==> config.mk <==
export PLATFORM = sky130hd
export DESIGN_NAME = if_fetch_unit
export DESIGN_NICKNAME = d
export VERILOG_FILES = /design/src/rtl/if_fetch_unit_pkg.sv /design/src/rtl/if_fetch_unit_pc_reg.sv /design/src/rtl/if_fetch_unit.sv
export SDC_FILE = /design/constraint.sdc
export NUM_CORES = 1
export LEC_CHECK = 0
export ABC_AREA = 1
export CAP_MARGIN = 20
export CORE_MARGIN = 1
export CORE_UTILIZATION = 30
export DETAILED_ROUTE_END_ITERATION = 8
export PLACE_DENSITY_LB_ADDON = 0.1
export SYNTH_ARGS = -nofsm -noshare
export SYNTH_HDL_FRONTEND = slang
export SYNTH_SLANG_ARGS = --single-unit
==> constraint.sdc <==
create_clock -name clk -period 5 [get_ports clk]
set_input_delay 0.5 -clock clk [delete_from_list [all_inputs] [get_ports clk]]
set_output_delay 0.5 -clock clk [all_outputs]
set_load 0.01 [all_outputs]
==> src/rtl/if_fetch_unit_pkg.sv <==
// ============================================================================
// if_pkg : shared fetch-stage types and default constants.   Rev 1.0
// ============================================================================
`default_nettype none

package if_pkg;

  typedef enum logic [1:0] {
    IDLE = 2'd0,
    REQ  = 2'd1,
    WAIT = 2'd2,
    OUT  = 2'd3
  } fetch_state_t;

  localparam logic [31:0] RESET_PC_DEF  = 32'h0000_0000;
  localparam logic [31:0] NOP_INSTR_DEF = 32'h0000_0000;
  localparam logic [31:0] PC_INC_DEF    = 32'd4;

endpackage

`default_nettype wire

==> src/rtl/if_fetch_unit_pc_reg.sv <==
// ============================================================================
// if_pc_reg : program counter, load > increment > hold.      Rev 1.0
// ============================================================================
`default_nettype none

module if_pc_reg
  import if_pkg::*;
#(
  parameter logic [31:0] RESET_PC = RESET_PC_DEF,
  parameter logic [31:0] PC_INC   = PC_INC_DEF
) (
  input  logic        clk,
  input  logic        rst,
  input  logic        load_i,
  input  logic [31:0] load_pc_i,
  input  logic        inc_i,
  output logic [31:0] pc_o
);

  logic [31:0] pc_q;
  logic [31:0] pc_d;

  always_comb begin
    pc_d = pc_q;
    if (load_i) begin
      pc_d = load_pc_i;
    end else if (inc_i) begin
      pc_d = pc_q + PC_INC;
    end
  end

  always_ff @(posedge clk or posedge rst) begin
    if (rst) begin
      pc_q <= RESET_PC;
    end else begin
      pc_q <= pc_d;
    end
  end

  assign pc_o = pc_q;

endmodule

`default_nettype wire

==> src/rtl/if_fetch_unit.sv <==
// ============================================================================
// if_fetch_unit : single-outstanding instruction fetch feeding IF/ID.  Rev 1.0
// ============================================================================
`default_nettype none

module if_fetch_unit
  import if_pkg::*;
#(
  parameter logic [31:0] RESET_PC  = RESET_PC_DEF,
  parameter logic [31:0] NOP_INSTR = NOP_INSTR_DEF,
  parameter logic [31:0] PC_INC    = PC_INC_DEF
) (
  input  logic        clk,
  input  logic        rst,
  input  logic        pc_write,
  input  logic        redirect_valid,
  input  logic [31:0] redirect_pc,
  output logic        imem_req,
  output logic [31:0] imem_addr,
  input  logic        imem_ready,
  input  logic        imem_rvalid,
  input  logic [31:0] imem_rdata,
  output logic [31:0] instruction_out,
  output logic [31:0] npc_out,
  output logic        fetch_valid
);

  fetch_state_t state_q, state_d;
  logic         squash_q, squash_d;
  logic [31:0]  instr_q, instr_d;
  logic [31:0]  npc_q, npc_d;
  logic         valid_q, valid_d;
  logic         pc_load;
  logic         pc_inc;
  logic [31:0]  pc;

  if_pc_reg #(
    .RESET_PC (RESET_PC),
    .PC_INC   (PC_INC)
  ) u_pc_reg (
    .clk       (clk),
    .rst       (rst),
    .load_i    (pc_load),
    .load_pc_i (redirect_pc),
    .inc_i     (pc_inc),
    .pc_o      (pc)
  );

  always_comb begin
    state_d  = state_q;
    squash_d = squash_q;
    instr_d  = instr_q;
    npc_d    = npc_q;
    valid_d  = valid_q;
    pc_load  = 1'b0;
    pc_inc   = 1'b0;
    case (state_q)
      IDLE: state_d = REQ;
      REQ: begin
        pc_load = redirect_valid;
        if (imem_ready) begin
          state_d  = WAIT;
          squash_d = redirect_valid;
        end
      end
      WAIT: begin
        if (imem_rvalid) begin
          if (squash_q || redirect_valid) begin
            // Response belongs to an abandoned path; drop it and refetch.
            squash_d = 1'b0;
            pc_load  = redirect_valid;
            state_d  = REQ;
          end else begin
            instr_d = imem_rdata;
            npc_d   = pc + PC_INC;
            valid_d = 1'b1;
            state_d = OUT;
          end
        end else if (redirect_valid) begin
          pc_load  = 1'b1;
          squash_d = 1'b1;
        end
      end
      OUT: begin
        if (redirect_valid) begin
          pc_load = 1'b1;
          valid_d = 1'b0;
          instr_d = NOP_INSTR;
          state_d = REQ;
        end else if (pc_write) begin
          pc_inc  = 1'b1;
          valid_d = 1'b0;
          instr_d = NOP_INSTR;
          state_d = REQ;
        end
      end
      default: state_d = IDLE;
    endcase
  end

  always_ff @(posedge clk or posedge rst) begin
    if (rst) begin
      state_q  <= IDLE;
      squash_q <= 1'b0;
      instr_q  <= NOP_INSTR;
      npc_q    <= 32'h0000_0000;
      valid_q  <= 1'b0;
    end else begin
      state_q  <= state_d;
      squash_q <= squash_d;
      instr_q  <= instr_d;
      npc_q    <= npc_d;
      valid_q  <= valid_d;
    end
  end

  assign imem_req        = (state_q == REQ);
  assign imem_addr       = pc;
  assign instruction_out = instr_q;
  assign npc_out         = npc_q;
  assign fetch_valid     = valid_q;

endmodule

`default_nettype wire

# After elaboration in Yosys (flattened, before gate mapping)
# Index checks and enable logic that the tools add are counted.
# word_totals
regBits	100
out_inout_bits	98
wordCells	56
# classes
addsub	1
eq_ne	9
n_mux	30
n_bitwise	1
n_reduce_logical	9
# ops
op	count
$mux W32	6
$pmux W32 S2	1
$add A32 B3 Y32 const B	1
$mux W1	14
$mux W2	5
$ne A3 B3 Y1 const B	3
$pmux W2 S4	1
$reduce_and A4 Y1	2
$reduce_and A3 Y1	2
$reduce_bool A2 Y1	3
$eq A2 B2 Y1 const B	2
$ne A2 B2 Y1 const B	2
$pmux W1 S2	2
$pmux W1 S3	1
$eq A2 B1 Y1 const B	1
$logic_not A2 Y1	1
$ne A2 B1 Y1 const B	1
$logic_or A1 B1 Y1	1
$not A1 Y1	1

# Logic depth before layout (Yosys ltp)
# depth
depth_word	5
depth_mapped	12
mapped_depth_nobuf	11

# Modules after synthesis
# A second synthesis with hierarchy kept.
# hier_totals
cells_unflattened	787
area_unflattened_um2	5654.2
# modules_own_cells
mod	n_inst	cells_each	area_per_inst_um2
if_fetch_unit	1	474	3453.3
if_pc_reg	1	313	2200.9

# Least setup slack after synthesis
# Ideal clock, no wire load.
# synth_timing
path_type	register to register
startpoint	register state_q[1]
endpoint	register u_pc_reg.pc_q[12], in the netlist u_pc_reg.pc_o[12]
setup_ns	0.117
arrival_time_ns	1.450
required_ns	4.883
slack_ns	3.434
path_stages_with_launch	13
synth_period_minus_slack_ns	1.566
cell_sequence	dfrtp_1 -> inv_1 -> ha_1 -> inv_1 -> nand3_1 -> nand2_2 -> inv_2 -> buf_6 -> buf_6 -> nand2_1 -> nand2_1 -> inv_1 -> nand2_1
# synth_between
elab_chain_len	3
# synth_rtl
item	line_no	rtl
from (decl)	if_fetch_unit.sv:28	fetch_state_t state_q, state_d;
from (signal assigned)	if_fetch_unit.sv:109	state_q <= state_d;
$eq A2 B1 Y1 *	--	
via imem_req	if_fetch_unit.sv:18	output logic imem_req,
$pmux W1 S3 *	if_fetch_unit.sv:57	case (state_q)
$mux W32 or $reduce_bool A2 Y1 (tied branches)	--	
to (signal assigned)	if_fetch_unit_pc_reg.sv:36	pc_q <= pc_d;
to (decl)	if_fetch_unit_pc_reg.sv:20	logic [31:0] pc_q;
# Mark *: on every way through the listed nets, which the timed path passes. The rest lies on a longest branch.
# A chain may end at the register's enable or synchronous reset.

# Final worst setup path
# layout_timing
startpoint	register state_q[0]
endpoint	register instr_q[3], in the netlist instruction_out[3]
# layout_between
elab_chain_len	3
# layout_rtl
item	line_no	rtl
$eq A2 B2 Y1	if_fetch_unit.sv:57	
$ne A3 B3 Y1 (no source line) (tied with other cells)	--	
$reduce_and A4 Y1 (no source line)	--	
to (signal assigned)	if_fetch_unit.sv:111	instr_q <= instr_d;
to (decl)	if_fetch_unit.sv:30	logic [31:0] instr_q, instr_d;
# Several ways; a longest one is shown, not always the timed one.

==> impl_metrics.env <==
export IMPL_layout_min_cycle_time_ps=2670
export IMPL_cts_tree="yes"
export IMPL_cts_buffer_depth=2
export IMPL_root_buffer="clkbuf_16"
export IMPL_path_buf_inv=1
export IMPL_cts_hold_buf=0
export IMPL_synth_cell_types=28
export IMPL_startpoint_type="flop"
export IMPL_portBuffers=167
export IMPL_grt_pass1_vias=4832
export IMPL_die_area_sq_mm=0.0177
export IMPL_yosysTopAreaCell="dfrtp_1"
export IMPL_antenna_found_initial=0
export IMPL_vias=4911
export IMPL_setup_violations_final=0
export IMPL_wl_mm=15.6
export IMPL_routedWlPerCell_um=14.7
export IMPL_yosysSeqAreaShare_pct=48.6
export IMPL_arrival_ps=2960
export IMPL_crit_slowest_cell="nor2_4"
export IMPL_cp_data_required_time_ps=5290
export IMPL_synth_top_area_share_pct=48.6
export IMPL_tightest_slew_ps=1020
export IMPL_drc=0
export IMPL_syn_num_nets=760
export IMPL_finalMaxSlewViolations=0
export IMPL_power_per_cell_area_mw_per_mm2=590
export IMPL_p_clk_share_pct=17.6
export IMPL_p_leak_nw=3.46
export IMPL_outcome="complete, no violations"
export IMPL_drt_antenna_violating_nets=0
export IMPL_cts_sinks=100
export IMPL_area_growth_pct=41.7
export IMPL_rows=47
export IMPL_synth_seq_cells=100
export IMPL_fillers=1634
export IMPL_drt_iter0_markers=224
export IMPL_rsz0062_at_grt="no"
export IMPL_grt_pass1_wl_mm=25.3
export IMPL_clock_fmax_mhz=374
export IMPL_drive_gt1_share_pct=5.67
export IMPL_cp_slowest_stage_delay_ps=830
export IMPL_syn_inst=685
export IMPL_antenna_diode_count=0
export IMPL_sw_frac_of_total_pct=39.2
export IMPL_critical_path_class="reg -> reg"
export IMPL_synth_area_sq_mm=0.00515
export IMPL_numCtsBuffers=9
export IMPL_hold_class="reg -> reg"
export IMPL_max_cap_violations=0
export IMPL_synth_most_common_cell="nand2_1"
export IMPL_initial_core_util_pct=30.9
export IMPL_post_route_period_util_pct=53.5
export IMPL_hpwl_mm=11.2
export IMPL_fin_worst_skew_ps=7.68
export IMPL_hold_viol_final=0
export IMPL_irDropWorstVdd_uv=220
export IMPL_die_w_um=133
export IMPL_coreArea_sq_mm=0.0166
export IMPL_utilization_pct=43.8
export IMPL_cp_cell_sequence="inv_1, ha_1, nand2_1, nand2_1, nor2_4, nand3_1, nand2_1"
export IMPL_grt_met2_usage_pct=29.5
export IMPL_grt_use_met1_pct=24.1
export IMPL_comb_power_share_pct=46.8
export IMPL_synth_edf_count=0
export IMPL_cpLargestDelayFamily="simple AND/OR/NAND/NOR gates"
export IMPL_grt_usage_pct=18.4
export IMPL_critPathCaptureType="flop"
export IMPL_drt_vias_per_instance=4.61
export IMPL_drtPass1Iterations=7
export IMPL_clk_latency_ps=350
export IMPL_layout_nets=916
export IMPL_cts_resized=0
export IMPL_ys_top_cells_by_area="dfrtp_1 (49%), nand2_1 (23%), nand3_1 (5.2%), o21ai_0 (5.2%), inv_1 (3.8%)"
export IMPL_setup_tns_ps=0
export IMPL_grt_overflow=0
export IMPL_p_total_mw=4.31
export IMPL_async_flop_share_pct=100
export IMPL_hold_ws_ps=480
export IMPL_grtUsageMet3_pct=4.60
export IMPL_power_internal_mw=2.62
export IMPL_die_y_um=133
export IMPL_p_sw_mw=1.69
export IMPL_path_clk_slew_ps=70
export IMPL_synth_avg_cell_area_sq_um=7.52
export IMPL_cts_setup_buffers=0
export IMPL_yosysWarnings=0
export IMPL_synthTopCellsByCount="nand2_1 (310), dfrtp_1 (100), nand3_1 (54), o21ai_0 (54), inv_1 (52)"
export IMPL_crit_path_max_fanout=34
export IMPL_grt_busiest_layer="met2"
export IMPL_ioPinCount=168
export IMPL_gp_congestion=0.786
export IMPL_synth_ff_type="dfrtp_1"
export IMPL_maxSlewHeadroom_pct=31.8
export IMPL_grt_max_degree=63
export IMPL_cts_max_level=3
export IMPL_path_common_cell="nand2_1"
export IMPL_p_seq_share_pct=35.6
worst reg2reg max path: cells and delay by family, from the launching register on:
family	cells	cell delay, ps
fa+ha+maj	1	240
flops	1	400
buf+inv	1	80
simple gates	5	1880
layout by cell type, fill, tap and decap left out:
cell type / n
nand2_1: 310
clkdlybuf4s50_1: 167
dfrtp_1: 100
nand3_1: 54
o21ai_0: 54
inv_1: 51
nor2_1: 27
xor2_1: 13
clkbuf_16: 9
nor2_2: 8
nor2_4: 7
nand2_2: 5
inv_2: 5
ha_1: 5
o21ai_1: 4
and2_1: 2
xnor2_1: 2
a21oi_1: 2
o211ai_1: 2
o21bai_1: 2
bufinv_16: 2
clkinv_2: 2
buf_4: 2
nand2_4: 1
nor3_2: 1
a21oi_2: 1
inv_4: 1
or2_2: 1
o2111ai_1: 1
o22ai_1: 1
clkinv_4: 1
clkbuf_1: 1
inv_6: 1
buf_8: 1
layout make-up:
cell class | instances | area [sq um] | area share, %
sequential | 100 | 2500 | 34.3
multi-input combinational | 503 | 2280 | 31.3
timing repair buffer | 170 | 1700 | 23.3
tap | 220 | 275 | 3.77
clock buffer | 10 | 229 | 3.14
inverter | 57 | 216 | 2.97
clock inverter | 6 | 87.6 | 1.20
flip-flops by register name, summed over array words and instances (netlist names):
register / flops
instruction_out: 32
npc_out: 32
u_pc_reg.pc_o: 32
state_q: 2
fetch_valid: 1
squash_q: 1
power by group through the flow:
stage                     Sequential, mW  Combinational, mW  Clock [mW]
after floorplan                     1.62              0.891           0
after global placement              1.54               1.99           0
after detailed placement            1.54               2.03           0
after CTS                           1.54               2.04       0.781
after global routing                1.59               2.24       0.811
final                               1.53               2.01       0.759
path summary, 6_finish.rpt:
path                                         startpoint                               to  slack [ps]  cells after the start
worst max-delay path             state_q[0]$_DFFE_PP0P_   instruction_out[3]$_DFFE_PP0P_        2330                      7
worst min-delay path            npc_out[20]$_DFFE_PP0P_          npc_out[20]$_DFFE_PP0P_         480                      2
worst max register to register   state_q[0]$_DFFE_PP0P_   instruction_out[3]$_DFFE_PP0P_        2330                      7
worst min register to register  npc_out[20]$_DFFE_PP0P_          npc_out[20]$_DFFE_PP0P_         480                      2
max in group asynchronous                           rst  instruction_out[13]$_DFFE_PP0P_        3320                      3
min in group asynchronous                           rst          npc_out[31]$_DFFE_PP0P_         630                      2
cells by family after synthesis:
| kind of cell | after synthesis | synth area share [%] |
|---|---|---|
| AND/OR/NAND/NOR | 416 | 33.7 |
| adder cells (fa/ha/maj) | 5 | 1.22 |
| XOR/XNOR | 15 | 2.55 |
| buffers and inverters | 82 | 7.05 |
| flip-flops | 100 | 48.6 |
| AO/OA/AOI/OAI | 67 | 6.88 |
routing by layer:
| metal | up-vias | part of all wire (%) |
|---|---|---|
| li1 | 2445 | - |
| met1 | 2282 | 46 |
| met2 | 171 | 46 |
| met3 | 13 | 6.9 |
| met4 | 0 | 1.6 |
| met5 | - | 0 |
per-stage QoR:
step	cells	setup WS [ps]	area (sq um)
2_1_floorplan	685	1880	5150
4_1_cts	1066	2370	7300
3_3_place_gp	1049	2170	6960
6_report	1066	2330	7300
5_1_grt	1066	2100	7300
3_5_place_dp	1050	2080	6980
Power figures use the tool's default switching activity.
